`config.mk`:
```
export PLATFORM = sky130hd
export DESIGN_NAME = axi_master_fsm_flat
export DESIGN_NICKNAME = d
export VERILOG_FILES = /design/src/rtl/axi_pkg.sv /design/src/rtl/axi_master_fsm_if.sv /design/src/rtl/axi_master_watchdog.sv /design/src/rtl/axi_master_fsm.sv /design/src/flat_wrapper.sv
export SDC_FILE = /design/constraint.sdc
export NUM_CORES = 1
export LEC_CHECK = 0
export ABC_AREA = 0
export CORE_ASPECT_RATIO = 0.6
export CORE_UTILIZATION = 42
export DETAILED_ROUTE_END_ITERATION = 12
export GPL_TIMING_DRIVEN = 0
export PLACE_DENSITY_LB_ADDON = 0.1
export SLEW_MARGIN = 0
export SYNTH_ARGS = -nofsm -noshare
export SYNTH_HDL_FRONTEND = slang
export SYNTH_SLANG_ARGS = --single-unit
```
`constraint.sdc`:
```
create_clock -name M_ACLK -period 6 [get_ports M_ACLK]
set_input_delay 1.2 -clock M_ACLK [delete_from_list [all_inputs] [get_ports M_ACLK]]
set_output_delay 1.2 -clock M_ACLK [all_outputs]
set_load 0.01 [all_outputs]
```
`src/rtl/axi_pkg.sv`:
```
// axi_pkg: definitions shared by the AXI-style initiator and its helpers.
//   - state_e       : one-hot state encoding of axi_master_fsm
//   - OKAY / SLVERR : response codes
//   - ADDR_W, DATA_W, STRB_W : channel widths
//   - mask_bytes()  : zero every data byte whose enable bit is clear
package axi_pkg;

    localparam int ADDR_W = 32;
    localparam int DATA_W = 32;
    localparam int STRB_W = 4;

    localparam logic [1:0] OKAY   = 2'b00;
    localparam logic [1:0] SLVERR = 2'b10;

    typedef enum logic [5:0] {
        ST_IDLE    = 6'b000001,
        ST_WR_REQ  = 6'b000010,
        ST_WR_RESP = 6'b000100,
        ST_RD_REQ  = 6'b001000,
        ST_RD_DATA = 6'b010000,
        ST_DONE    = 6'b100000
    } state_e;

    function automatic logic [DATA_W-1:0] mask_bytes(
        input logic [DATA_W-1:0] data,
        input logic [STRB_W-1:0] en
    );
        logic [DATA_W-1:0] r;
        r = '0;
        for (int k = 0; k < STRB_W; k++) begin
            if (en[k]) r[k*8 +: 8] = data[k*8 +: 8];
        end
        return r;
    endfunction

endpackage

```
`src/rtl/axi_master_fsm_if.sv`:
```
// axi_master_fsm_if: AW/W/B/AR/R channel bundle between the initiator and an
// axi_slave_fsm-compatible responder. M_* signals are driven by the master,
// S_* signals by the slave. M_BLEN is the custom read byte-enable.
//   modport master : drives M_*, samples S_*
//   modport slave  : drives S_*, samples M_*
interface axi_master_fsm_if;
    import axi_pkg::*;

    logic              M_AWVALID;
    logic [ADDR_W-1:0] M_AWADDR;
    logic              S_AWREADY;

    logic              M_WVALID;
    logic [DATA_W-1:0] M_WDATA;
    logic [STRB_W-1:0] M_WSTRB;
    logic              S_WREADY;

    logic              M_BREADY;
    logic              S_BVALID;
    logic [1:0]        S_BRESP;

    logic              M_ARVALID;
    logic [ADDR_W-1:0] M_ARADDR;
    logic              S_ARREADY;

    logic              M_RREADY;
    logic [STRB_W-1:0] M_BLEN;
    logic              S_RVALID;
    logic [DATA_W-1:0] S_RDATA;

    modport master (
        output M_AWVALID, M_AWADDR, M_WVALID, M_WDATA, M_WSTRB, M_BREADY,
               M_ARVALID, M_ARADDR, M_RREADY, M_BLEN,
        input  S_AWREADY, S_WREADY, S_BVALID, S_BRESP, S_ARREADY, S_RVALID, S_RDATA
    );

    modport slave (
        input  M_AWVALID, M_AWADDR, M_WVALID, M_WDATA, M_WSTRB, M_BREADY,
               M_ARVALID, M_ARADDR, M_RREADY, M_BLEN,
        output S_AWREADY, S_WREADY, S_BVALID, S_BRESP, S_ARREADY, S_RVALID, S_RDATA
    );

endinterface

```
`src/rtl/axi_master_watchdog.sv`:
```
// axi_master_watchdog: wait-state counter for axi_master_fsm.
//   M_ACLK, M_ARESET : clock, asynchronous active-high reset
//   clr              : restart the count (state change or not waiting)
//   en               : count this cycle
//   expired          : the current state has been held TIMEOUT_CYCLES cycles
module axi_master_watchdog #(
    parameter int unsigned TIMEOUT_CYCLES = 256
) (
    input  logic M_ACLK,
    input  logic M_ARESET,
    input  logic clr,
    input  logic en,
    output logic expired
);
    localparam int unsigned    CNT_W = $clog2(TIMEOUT_CYCLES + 1);
    localparam logic [CNT_W-1:0] LAST  = CNT_W'(TIMEOUT_CYCLES - 1);

    logic [CNT_W-1:0] cnt_q;
    logic [CNT_W-1:0] cnt_d;

    // The count starts at 0 on the first cycle of a state, so the
    // TIMEOUT_CYCLES-th cycle spent there sees LAST.
    assign expired = en && (cnt_q == LAST);

    always_comb begin
        // NOTE: default first so every path assigns cnt_d and no latch is inferred.
        cnt_d = cnt_q;
        if (clr)     cnt_d = '0;
        else if (en) cnt_d = cnt_q + CNT_W'(1);
    end

    always_ff @(posedge M_ACLK or posedge M_ARESET) begin
        if (M_ARESET) cnt_q <= '0;
        else          cnt_q <= cnt_d;
    end

endmodule

```
`src/rtl/axi_master_fsm.sv`:
```
// axi_master_fsm: single-outstanding AXI-style initiator.
// Accepts one command on cmd_*, runs it on the AW/W/B or AR/R channels of
// `bus`, and reports completion with a one-cycle rsp_valid pulse.
//   M_ACLK, M_ARESET : clock, asynchronous active-high reset
//   cmd_*            : command request (cmd_ready high only in IDLE)
//   bus              : axi_master_fsm_if.master channel bundle
//   rsp_*            : completion pulse, type, response code, masked read data
// Optional feature: define AXI_MASTER_TIMEOUT_EN to abort any state that
// waits TIMEOUT_CYCLES cycles; the command then completes with SLVERR.
module axi_master_fsm
    import axi_pkg::*;
#(
    parameter int unsigned TIMEOUT_CYCLES = 256
) (
    input  logic                M_ACLK,
    input  logic                M_ARESET,
    input  logic                cmd_valid,
    output logic                cmd_ready,
    input  logic                cmd_write,
    input  logic [ADDR_W-1:0]   cmd_addr,
    input  logic [DATA_W-1:0]   cmd_wdata,
    input  logic [STRB_W-1:0]   cmd_wstrb,
    input  logic [STRB_W-1:0]   cmd_blen,
    axi_master_fsm_if.master    bus,
    output logic                rsp_valid,
    output logic                rsp_write,
    output logic [1:0]          rsp_resp,
    output logic [DATA_W-1:0]   rsp_rdata
);
    state_e            state_q;
    logic              cmd_ready_q;
    logic              awvalid_q;
    logic [ADDR_W-1:0] awaddr_q;
    logic              wvalid_q;
    logic [DATA_W-1:0] wdata_q;
    logic [STRB_W-1:0] wstrb_q;
    logic              bready_q;
    logic              arvalid_q;
    logic [ADDR_W-1:0] araddr_q;
    logic              rready_q;
    logic [STRB_W-1:0] blen_q;
    logic              rsp_valid_q;
    logic              rsp_write_q;
    logic [1:0]        rsp_resp_q;
    logic [DATA_W-1:0] rsp_rdata_q;

    logic aw_hs;
    logic w_hs;
    logic wr_req_done;
    logic expired;

    assign aw_hs = awvalid_q && bus.S_AWREADY;
    assign w_hs  = wvalid_q  && bus.S_WREADY;
    // Each of AW and W is either already done (valid dropped) or completes now.
    assign wr_req_done = (!awvalid_q || bus.S_AWREADY) && (!wvalid_q || bus.S_WREADY);

`ifdef AXI_MASTER_TIMEOUT_EN
    logic active;
    logic leave;
    logic wd_clr;

    assign active = (state_q == ST_WR_REQ)  || (state_q == ST_WR_RESP) ||
                    (state_q == ST_RD_REQ)  || (state_q == ST_RD_DATA);
    assign leave  = ((state_q == ST_WR_REQ)  && wr_req_done)   ||
                    ((state_q == ST_WR_RESP) && bus.S_BVALID)  ||
                    ((state_q == ST_RD_REQ)  && bus.S_ARREADY) ||
                    ((state_q == ST_RD_DATA) && bus.S_RVALID);
    assign wd_clr = !active || leave || expired;

    axi_master_watchdog #(
        .TIMEOUT_CYCLES(TIMEOUT_CYCLES)
    ) u_watchdog (
        .M_ACLK  (M_ACLK),
        .M_ARESET(M_ARESET),
        .clr     (wd_clr),
        .en      (active),
        .expired (expired)
    );
`else
    logic [31:0] unused_timeout;
    assign unused_timeout = 32'(TIMEOUT_CYCLES);
    assign expired        = 1'b0;
`endif

    always_ff @(posedge M_ACLK or posedge M_ARESET) begin
        // NOTE: async reset clears every output register so all channel valids
        // drop the instant reset rises, even mid-transaction.
        if (M_ARESET) begin
            state_q     <= ST_IDLE;
            cmd_ready_q <= 1'b0;
            awvalid_q   <= 1'b0;
            awaddr_q    <= '0;
            wvalid_q    <= 1'b0;
            wdata_q     <= '0;
            wstrb_q     <= '0;
            bready_q    <= 1'b0;
            arvalid_q   <= 1'b0;
            araddr_q    <= '0;
            rready_q    <= 1'b0;
            blen_q      <= '0;
            rsp_valid_q <= 1'b0;
            rsp_write_q <= 1'b0;
            rsp_resp_q  <= OKAY;
            rsp_rdata_q <= '0;
        end else begin
            // NOTE: non-blocking throughout, so later assignments in this
            // block override this default without reordering hazards.
            rsp_valid_q <= 1'b0;

            if (expired) begin
                // Abandon the in-flight handshake and complete with SLVERR.
                awvalid_q   <= 1'b0;
                wvalid_q    <= 1'b0;
                bready_q    <= 1'b0;
                arvalid_q   <= 1'b0;
                rready_q    <= 1'b0;
                blen_q      <= '0;
                rsp_valid_q <= 1'b1;
                rsp_write_q <= (state_q == ST_WR_REQ) || (state_q == ST_WR_RESP);
                rsp_resp_q  <= SLVERR;
                rsp_rdata_q <= '0;
                state_q     <= ST_DONE;
            end else begin
                unique case (state_q)
                    ST_IDLE: begin
                        cmd_ready_q <= 1'b1;
                        if (cmd_valid && cmd_ready_q) begin
                            cmd_ready_q <= 1'b0;
                            if (cmd_write) begin
                                awvalid_q <= 1'b1;
                                awaddr_q  <= cmd_addr;
                                wvalid_q  <= 1'b1;
                                wdata_q   <= cmd_wdata;
                                wstrb_q   <= cmd_wstrb;
                                state_q   <= ST_WR_REQ;
                            end else begin
                                arvalid_q <= 1'b1;
                                araddr_q  <= cmd_addr;
                                blen_q    <= cmd_blen;
                                state_q   <= ST_RD_REQ;
                            end
                        end
                    end

                    ST_WR_REQ: begin
                        if (aw_hs) awvalid_q <= 1'b0;
                        if (w_hs)  wvalid_q  <= 1'b0;
                        if (wr_req_done) begin
                            bready_q <= 1'b1;
                            state_q  <= ST_WR_RESP;
                        end
                    end

                    ST_WR_RESP: begin
                        if (bus.S_BVALID) begin
                            bready_q    <= 1'b0;
                            rsp_valid_q <= 1'b1;
                            rsp_write_q <= 1'b1;
                            rsp_resp_q  <= bus.S_BRESP;
                            rsp_rdata_q <= '0;
                            state_q     <= ST_DONE;
                        end
                    end

                    ST_RD_REQ: begin
                        if (bus.S_ARREADY) begin
                            arvalid_q <= 1'b0;
                            rready_q  <= 1'b1;
                            state_q   <= ST_RD_DATA;
                        end
                    end

                    ST_RD_DATA: begin
                        if (bus.S_RVALID) begin
                            rready_q    <= 1'b0;
                            blen_q      <= '0;
                            rsp_valid_q <= 1'b1;
                            rsp_write_q <= 1'b0;
                            rsp_resp_q  <= OKAY;
                            rsp_rdata_q <= mask_bytes(bus.S_RDATA, blen_q);
                            state_q     <= ST_DONE;
                        end
                    end

                    ST_DONE: begin
                        cmd_ready_q <= 1'b1;
                        state_q     <= ST_IDLE;
                    end

                    default: state_q <= ST_IDLE;
                endcase
            end
        end
    end

    assign cmd_ready     = cmd_ready_q;
    assign bus.M_AWVALID = awvalid_q;
    assign bus.M_AWADDR  = awaddr_q;
    assign bus.M_WVALID  = wvalid_q;
    assign bus.M_WDATA   = wdata_q;
    assign bus.M_WSTRB   = wstrb_q;
    assign bus.M_BREADY  = bready_q;
    assign bus.M_ARVALID = arvalid_q;
    assign bus.M_ARADDR  = araddr_q;
    assign bus.M_RREADY  = rready_q;
    assign bus.M_BLEN    = blen_q;
    assign rsp_valid     = rsp_valid_q;
    assign rsp_write     = rsp_write_q;
    assign rsp_resp      = rsp_resp_q;
    assign rsp_rdata     = rsp_rdata_q;

endmodule

```
`src/flat_wrapper.sv`:
```
// flat-port wrapper written by rule: the top's interface ports become plain ports
module axi_master_fsm_flat import axi_pkg::*;
#(
    parameter int unsigned TIMEOUT_CYCLES = 256
)
  (M_ACLK, M_ARESET, cmd_valid, cmd_ready, cmd_write, cmd_addr, cmd_wdata, cmd_wstrb, cmd_blen, rsp_valid, rsp_write, rsp_resp, rsp_rdata, bus_M_AWVALID, bus_M_AWADDR, bus_M_WVALID, bus_M_WDATA, bus_M_WSTRB, bus_M_BREADY, bus_M_ARVALID, bus_M_ARADDR, bus_M_RREADY, bus_M_BLEN, bus_S_AWREADY, bus_S_WREADY, bus_S_BVALID, bus_S_BRESP, bus_S_ARREADY, bus_S_RVALID, bus_S_RDATA);
  axi_master_fsm_if bus_i ();
  input  logic M_ACLK;
  input  logic M_ARESET;
  input  logic cmd_valid;
  output logic cmd_ready;
  input  logic cmd_write;
  input  logic [ADDR_W-1:0] cmd_addr;
  input  logic [DATA_W-1:0] cmd_wdata;
  input  logic [STRB_W-1:0] cmd_wstrb;
  input  logic [STRB_W-1:0] cmd_blen;
  output logic rsp_valid;
  output logic rsp_write;
  output logic [1:0] rsp_resp;
  output logic [DATA_W-1:0] rsp_rdata;
  output wire logic [$bits(bus_i.M_AWVALID)-1:0] bus_M_AWVALID;
  output wire logic [$bits(bus_i.M_AWADDR)-1:0] bus_M_AWADDR;
  output wire logic [$bits(bus_i.M_WVALID)-1:0] bus_M_WVALID;
  output wire logic [$bits(bus_i.M_WDATA)-1:0] bus_M_WDATA;
  output wire logic [$bits(bus_i.M_WSTRB)-1:0] bus_M_WSTRB;
  output wire logic [$bits(bus_i.M_BREADY)-1:0] bus_M_BREADY;
  output wire logic [$bits(bus_i.M_ARVALID)-1:0] bus_M_ARVALID;
  output wire logic [$bits(bus_i.M_ARADDR)-1:0] bus_M_ARADDR;
  output wire logic [$bits(bus_i.M_RREADY)-1:0] bus_M_RREADY;
  output wire logic [$bits(bus_i.M_BLEN)-1:0] bus_M_BLEN;
  input wire logic [$bits(bus_i.S_AWREADY)-1:0] bus_S_AWREADY;
  input wire logic [$bits(bus_i.S_WREADY)-1:0] bus_S_WREADY;
  input wire logic [$bits(bus_i.S_BVALID)-1:0] bus_S_BVALID;
  input wire logic [$bits(bus_i.S_BRESP)-1:0] bus_S_BRESP;
  input wire logic [$bits(bus_i.S_ARREADY)-1:0] bus_S_ARREADY;
  input wire logic [$bits(bus_i.S_RVALID)-1:0] bus_S_RVALID;
  input wire logic [$bits(bus_i.S_RDATA)-1:0] bus_S_RDATA;
  assign bus_M_AWVALID = bus_i.M_AWVALID;
  assign bus_M_AWADDR = bus_i.M_AWADDR;
  assign bus_M_WVALID = bus_i.M_WVALID;
  assign bus_M_WDATA = bus_i.M_WDATA;
  assign bus_M_WSTRB = bus_i.M_WSTRB;
  assign bus_M_BREADY = bus_i.M_BREADY;
  assign bus_M_ARVALID = bus_i.M_ARVALID;
  assign bus_M_ARADDR = bus_i.M_ARADDR;
  assign bus_M_RREADY = bus_i.M_RREADY;
  assign bus_M_BLEN = bus_i.M_BLEN;
  assign bus_i.S_AWREADY = bus_S_AWREADY;
  assign bus_i.S_WREADY = bus_S_WREADY;
  assign bus_i.S_BVALID = bus_S_BVALID;
  assign bus_i.S_BRESP = bus_S_BRESP;
  assign bus_i.S_ARREADY = bus_S_ARREADY;
  assign bus_i.S_RVALID = bus_S_RVALID;
  assign bus_i.S_RDATA = bus_S_RDATA;
  axi_master_fsm #(.TIMEOUT_CYCLES(TIMEOUT_CYCLES)) u_core (.M_ACLK(M_ACLK), .M_ARESET(M_ARESET), .cmd_valid(cmd_valid), .cmd_ready(cmd_ready), .cmd_write(cmd_write), .cmd_addr(cmd_addr), .cmd_wdata(cmd_wdata), .cmd_wstrb(cmd_wstrb), .cmd_blen(cmd_blen), .bus(bus_i), .rsp_valid(rsp_valid), .rsp_write(rsp_write), .rsp_resp(rsp_resp), .rsp_rdata(rsp_rdata));
endmodule
```
==> key figures, run 1 <==
Synthesis
  – Syn_nets: 531
  – Number of enable flip-flop cells after synthesis: 0
  – Mapped Avg Cell Area: 14.36 µm²
  – Seq/Total Area, Yosys: 0.6367
  – Synth Warn #: 0
  – Asr flop ratio synth: 1.000
  – Prevailing post-synth register cell: dfrtp_1
  – FF+latch count, synth: 152
  – Post-Syn Area: 5976 µm²
  – Cell variety after synth: 39
  – Cells after synthesis: 416

Critical path
  – Worst path required time: 6280 ps
  – Crit path launch type: input port
  – Endpoint type of the worst setup path: flop
  – Max FO, Critical Path: 10
  – Critical path class: in -> reg
  – Critical path data arrival time: 3020 ps

Routing
  – Pre-antenna DRT Iters: 5
  – Drt first-iter violations: 148
  – Vias per std cell: 4.988
  – Post-route ant nets: 0
  – Post-route DRC violation count: 0
  – DR vias: 4494
  – WL/cell: 17.68 µm
  – Total wire length: 15930 µm

Placed design
  – # port buffers: 260
  – GP Congestion: 0.7651
  – Post-Place Setup Slack: 2834 ps
  – Dpl cells: 869
  – Post-DP HPWL: 11740 µm

Pwr
  – Gate power share: 0.403
  – Max VDD drop: 0.2529 mV
  – Int Power: 3.074 mW
  – Switch Pwr: 1.326 mW
  – Clock power frac: 0.226
  – Pwr Density: 467.8 nW/µm²
  – Switching Fraction: 0.3015
  – Sequential share of power: 0.371
  – Leak: 4.047 nW

Final layout
  – Layout area overhead: 57.41%
  – Post-route insts no fill: 901
  – Diodes inserted: 0
  – Final Net Count: 811
  – Share of layout cells above drive strength 1: 0.2440
  – Fillers: 985
  – Final core utilization: 0.6841

Die
  – Core area: 13750 µm²
  – Boundary pin count: 261
  – Die footprint: 14720 µm²
  – Row Count: 33
  – Die height: 94.40 µm
  – Width of the chip: 156.0 µm
  – Initial core utilization: 0.4346

Timing
  – RSZ-0062 raised after global routing: no
  – Final Setup Violations: 0
  – F_max: 0.3655 GHz
  – Period utilization: 0.4560
  – Min Clock Period, post-route: 2736 ps
  – Setup Skew: 12.59 ps
  – Slew HR: 0.5215
  – Final worst slack: 3264 ps
  – Final slew viol count: 0
  – Slew of the pin with the lowest slew margin: 717.8 ps
  – Worst hold margin: 476.7 ps
  – Final Hold Vio Count: 0

Clock tree
  – Depth of the CTS H-tree: 4
  – CTS tree: built
  – CTS Root Cell: clkbuf_16
  – Clk Latency, worst-skew pair: 410 ps
  – Clock tree buffer depth: 2
  – Clock-pin slew on the worst setup and hold paths: 60 ps
  – Setup Buffers After CTS: 0
  – Clock sink count: 152
  – CTS Buf Count: 17
  – Cts hold-fix bufs: 0
  – Post_cts resized: 0

Job
  – Max capacitance violation total: 0

Global route
  – Total global-route track usage: 0.2194
  – First-pass GRT wire length: 24280 µm
  – Initial antenna violation count: 0
  – Vias in the first global route: 4614
  – Largest net degree at the start of global routing: 79
  – GRT Residual Overflow: 0

Run status
  – Run status: complete, no violations

Hold path
  – Type of the worst min-delay path: reg -> reg
metrics by stage:
| stage | power (mW) | area [µm²] | setup TNS [ps] |
|---|---|---|---|
| floorplan | 2.387 | 5976 | 0 |
| global placement | 3.377 | 8818 | -187730 |
| detailed placement | 3.435 | 8851 | 0 |
| CTS | 4.456 | 9407 | 0 |
| global route | 4.649 | 9407 | 0 |
| finish | 4.400 | 9407 | 0 |
worst paths after layout:
kind	start	end	slack, ps	cells after the start
worst max-delay path	cmd_valid	u_core.bus.M_WDATA[0]	3260	6
worst min-delay path	u_core.rsp_write	u_core.rsp_write	480	2
worst max register to register	u_core.state_q[5]	u_core.bus.M_ARADDR[15]	3770	5
worst min register to register	u_core.rsp_write	u_core.rsp_write	480	2
max in group asynchronous	M_ARESET	u_core.state_q[0]	3910	3
min in group asynchronous	M_ARESET	u_core.bus.M_AWADDR[12]	1280	2
routing by layer:
metal,track usage,vias to the layer above,wire length [µm]
li1,-,2068,-
met5,0,-,0
met2,0.3493,170,7564
met4,0.07026,0,182
met1,0.2721,2241,6698
met3,0.09224,15,1485
placed cells by master, fill, tap and decap left out, drive strengths merged, types with 2 or more instances in the layout:
cell | netlist | final
and2 | 6 | 6
nor4b | 2 | 2
o21ai | 15 | 15
clkbuf | 8 | 26
buf | 21 | 22
nor4 | 3 | 3
a22o | 2 | 2
and3 | 16 | 16
clkdlybuf4s50 | 0 | 260
dfrtp | 151 | 151
nand2 | 18 | 18
nor3b | 4 | 4
nor2 | 5 | 5
clkinv | 1 | 7
clkinvlp | 0 | 3
nand3b | 3 | 3
a31o | 16 | 16
o21a | 2 | 2
or4 | 2 | 2
nand3 | 16 | 16
mux2 | 100 | 100
a32o | 9 | 9
inv | 6 | 11
state kept, by name, indices dropped and copies added (netlist names):
signal and flops:
u_core.bus.M_ARADDR 32, u_core.bus.M_ARVALID 1, u_core.bus.M_AWADDR 32, u_core.bus.M_AWVALID 1
u_core.bus.M_BLEN 4, u_core.bus.M_BREADY 1, u_core.bus.M_RREADY 1, u_core.bus.M_WDATA 32
u_core.bus.M_WSTRB 4, u_core.bus.M_WVALID 1, u_core.cmd_ready 1, u_core.rsp_rdata 32
u_core.rsp_resp 2, u_core.rsp_valid 1, u_core.rsp_write 1, u_core.state_q 6
power groups by stage:
stage	sequential (mW)	combinational (mW)	clock, mW
after CTS	1.63	1.80	1.02
final	1.63	1.77	0.995
after floorplan	1.81	0.572	0
after global routing	1.69	1.89	1.07
after detailed placement	1.64	1.79	0
after global placement	1.62	1.75	0
cell type report:
cell class | instances | area [µm²] | share of cell area
Buffer | 29 | 172.7 | 0.01836
Clock buffer | 18 | 439.2 | 0.04669
Clock inverter | 14 | 116.4 | 0.01237
Inverter | 7 | 31.28 | 0.003325
Multi-Input combinational cell | 228 | 1972 | 0.2096
Sequential cell | 152 | 3805 | 0.4045
Tap cell | 192 | 240.2 | 0.02554
Timing Repair Buffer | 261 | 2630 | 0.2796
Yosys cell counts, drive strengths merged, types with 2 or more instances:
library cell    n  area [µm²]
dfrtp         151        3779
nor2            5       18.77
clkbuf          8       31.28
nor4b           2       17.52
and2            6       37.54
buf            21       141.4
inv             6       22.52
a22o            2       17.52
mux2          100        1126
a32o            9       90.09
nand3          16       80.08
o21ai          15       75.07
and3           16       100.1
or4             2       22.52
a31o           16       140.1
nand3b          3       22.52
nor3b           4       52.55
nor4            3       18.77
o21a            2       15.01
nand2          18       67.56
worst max-delay path, cell delays in order:
cell and delay, ps:
clkdlybuf4s50_1 430, and4b_1 210, and2_1 170, nand2_1 290
buf_2 340, mux2_2 380
logic make-up (layout without fill, tap and decap cells):
kind of cell           after synthesis  count (layout)  share of synthesized area
AO/OA/AOI/OAI                       49              49                    0.06282
XOR/XNOR                             1               1                   0.001466
buffers and inverters               36             329                    0.03329
flip-flops                         152             152                     0.6367
multiplexers                       100             100                     0.1884
AND/OR/NAND/NOR                     78              78                    0.07726
No activity file was read; power rests on OpenSTA's default activity.
==> run 2, diff against run 1 <==
--- a/config.mk
+++ b/config.mk
@@ -7,7 +7,7 @@
 export LEC_CHECK = 0
 export ABC_AREA = 0
 export CORE_ASPECT_RATIO = 0.6
-export CORE_UTILIZATION = 42
+export CORE_UTILIZATION = 38
 export DETAILED_ROUTE_END_ITERATION = 12
 export GPL_TIMING_DRIVEN = 0
 export PLACE_DENSITY_LB_ADDON = 0.1
==> constraint.sdc (replaced) <==
create_clock -name M_ACLK -period 2.2 [get_ports M_ACLK]
set_input_delay 0.44 -clock M_ACLK [delete_from_list [all_inputs] [get_ports M_ACLK]]
set_output_delay 0.44 -clock M_ACLK [all_outputs]
set_load 0.01 [all_outputs]
==> key figures, run 2 (synthesized netlist as in run 1, its figures left out) <==
Clock tree
  – Clk Latency, worst-skew pair: 410 ps
  – CTS Buf Count: 17
  – CTS tree: built
  – Depth of the CTS H-tree: 4
  – Cts hold-fix bufs: 0
  – Clock sink count: 152
  – Clock tree buffer depth: 2
  – Clock-pin slew on the worst setup and hold paths: 60 ps
  – CTS Root Cell: clkbuf_16

Timing
  – RSZ-0062 raised after global routing: no
  – F_max: 0.4791 GHz
  – Final slew viol count: 0
  – Final Hold Vio Count: 0
  – Setup Skew: 10.88 ps
  – Final worst slack: 112.8 ps
  – Worst hold margin: 473.4 ps
  – Period utilization: 0.9487
  – Final Setup Violations: 0
  – Min Clock Period, post-route: 2087 ps
  – Slew of the pin with the lowest slew margin: 782.3 ps
  – Setup TNS: 0 ps
  – Slew HR: 0.4773

Routing
  – Post-route ant nets: 0
  – Drt first-iter violations: 236
  – DR vias: 4475
  – Pre-antenna DRT Iters: 4
  – Post-route DRC violation count: 0
  – Total wire length: 15750 µm
  – Vias per std cell: 4.891
  – WL/cell: 17.22 µm

Global route
  – Initial antenna violation count: 0
  – Total global-route track usage: 0.2013
  – First-pass GRT wire length: 25030 µm
  – Largest net degree at the start of global routing: 42
  – GRT Residual Overflow: 0
  – Vias in the first global route: 4761

Hold path
  – Hold Crit Start: u_core.rsp_write
  – Type of the worst min-delay path: reg -> reg

Final layout
  – Diodes inserted: 0
  – Commonest non-fill, non-tap cell in the layout: clkdlybuf4s50_1
  – Most frequent cells in the layout: clkdlybuf4s50_1, dfrtp_1, mux2_2
  – Share of layout cells above drive strength 1: 0.2500
  – Layout area overhead: 60.09%
  – Final Net Count: 817

Critical path
  – Worst R2R Start: u_core.state_q[5]
  – Max FO, Critical Path: 10
  – Critical path class: reg -> reg
  – Crit path launch type: flop
  – Setup crit start: u_core.state_q[5]
  – Endpoint type of the worst setup path: flop
  – Worst path required time: 2490 ps
  – Critical path data arrival time: 2380 ps

Die
  – Die footprint: 16250 µm²
  – Width of the chip: 163.9 µm
  – Die height: 99.14 µm
  – Row Count: 35
  – Boundary pin count: 261
  – Initial core utilization: 0.3888
  – Core area: 15370 µm²

Pwr
  – Pwr Density: 1298 nW/µm²
  – Leak: 4.127 nW
  – Max VDD drop: 0.6881 mV

Placed design
  – GP Congestion: 0.7497
  – Post-DP HPWL: 11650 µm
  – # port buffers: 260
  – Post-Place Setup Slack: -212.3 ps

Job
  – Max capacitance violation total: 0

Run status
  – Run status: complete, no violations
[run 2: cell count changes in the layout (fill, tap and decap cells not counted), sizes merged]
cell,delta
clkinv,-1
buf,+4
bufinv,+5
clkbuf,+1
clkinvlp,-1
inv,-5
[run 2: timing repair]
action	in CTS	in global routing
gates resized for setup	0	5
endpoints found under the setup margin	42	104
setup buffers	4	1
pin swaps	2	1
[run 2: critical path, stage by stage, from the launching register on]
cell and delay (ps):
dfrtp_1 360, buf_4 160, or4_4 570, nor3b_4 170, buf_4 170, buf_6 170
mux2_2 360
[run 2: path summary, 6_finish.rpt]
path / end / slack [ps] / depth (start not counted)
setup / recovery: u_core.bus.M_ARADDR[26] / 110 / 6
hold / removal: u_core.rsp_write / 470 / 2
setup reg to reg: u_core.bus.M_ARADDR[26] / 110 / 6
hold reg to reg: u_core.rsp_write / 470 / 2
max in group asynchronous: u_core.bus.M_AWADDR[20] / 480 / 5
min in group asynchronous: u_core.bus.M_ARADDR[0] / 510 / 2
[run 2: per-layer routing]
metal / vias up / GRT usage / routed length, µm
li1: 2066 / - / -
met3: 26 / 0.07256 / 1434
met2: 168 / 0.3116 / 7131
met5: - / 0 / 0
met1: 2215 / 0.2606 / 6895
met4: 0 / 0.07336 / 293
[run 2: cell type report]
class | count | area [µm²]
fill | 1193 | 5804
tap | 203 | 254.0
timing repair buffer | 268 | 2700
sequential | 152 | 3805
inverter | 7 | 30.03
clock inverter | 12 | 202.7
clock buffer | 17 | 425.4
buffer | 28 | 177.7
multi-input combinational | 228 | 1972
[run 2: metrics by stage]
stage	cell area, µm²	instances	utilization	power [mW]
finish	9567	915	0.6224	12.41
global placement	8836	879	0.5748	9.218
floorplan	5979	416	-	6.511
global route	9567	915	0.6224	13.10
CTS	9554	915	0.6216	12.57
detailed placement	8896	882	0.5788	9.351
[run 2: power by group]
| part | internal [mW] | total (mW) | switching [mW] |
|---|---|---|---|
| Sequential | 3.89 | 4.46 | 0.571 |
| Combinational | 3.01 | 4.82 | 1.80 |
| Clock | 2.00 | 3.13 | 1.13 |
| Total | 8.90 | 12.4 | 3.51 |
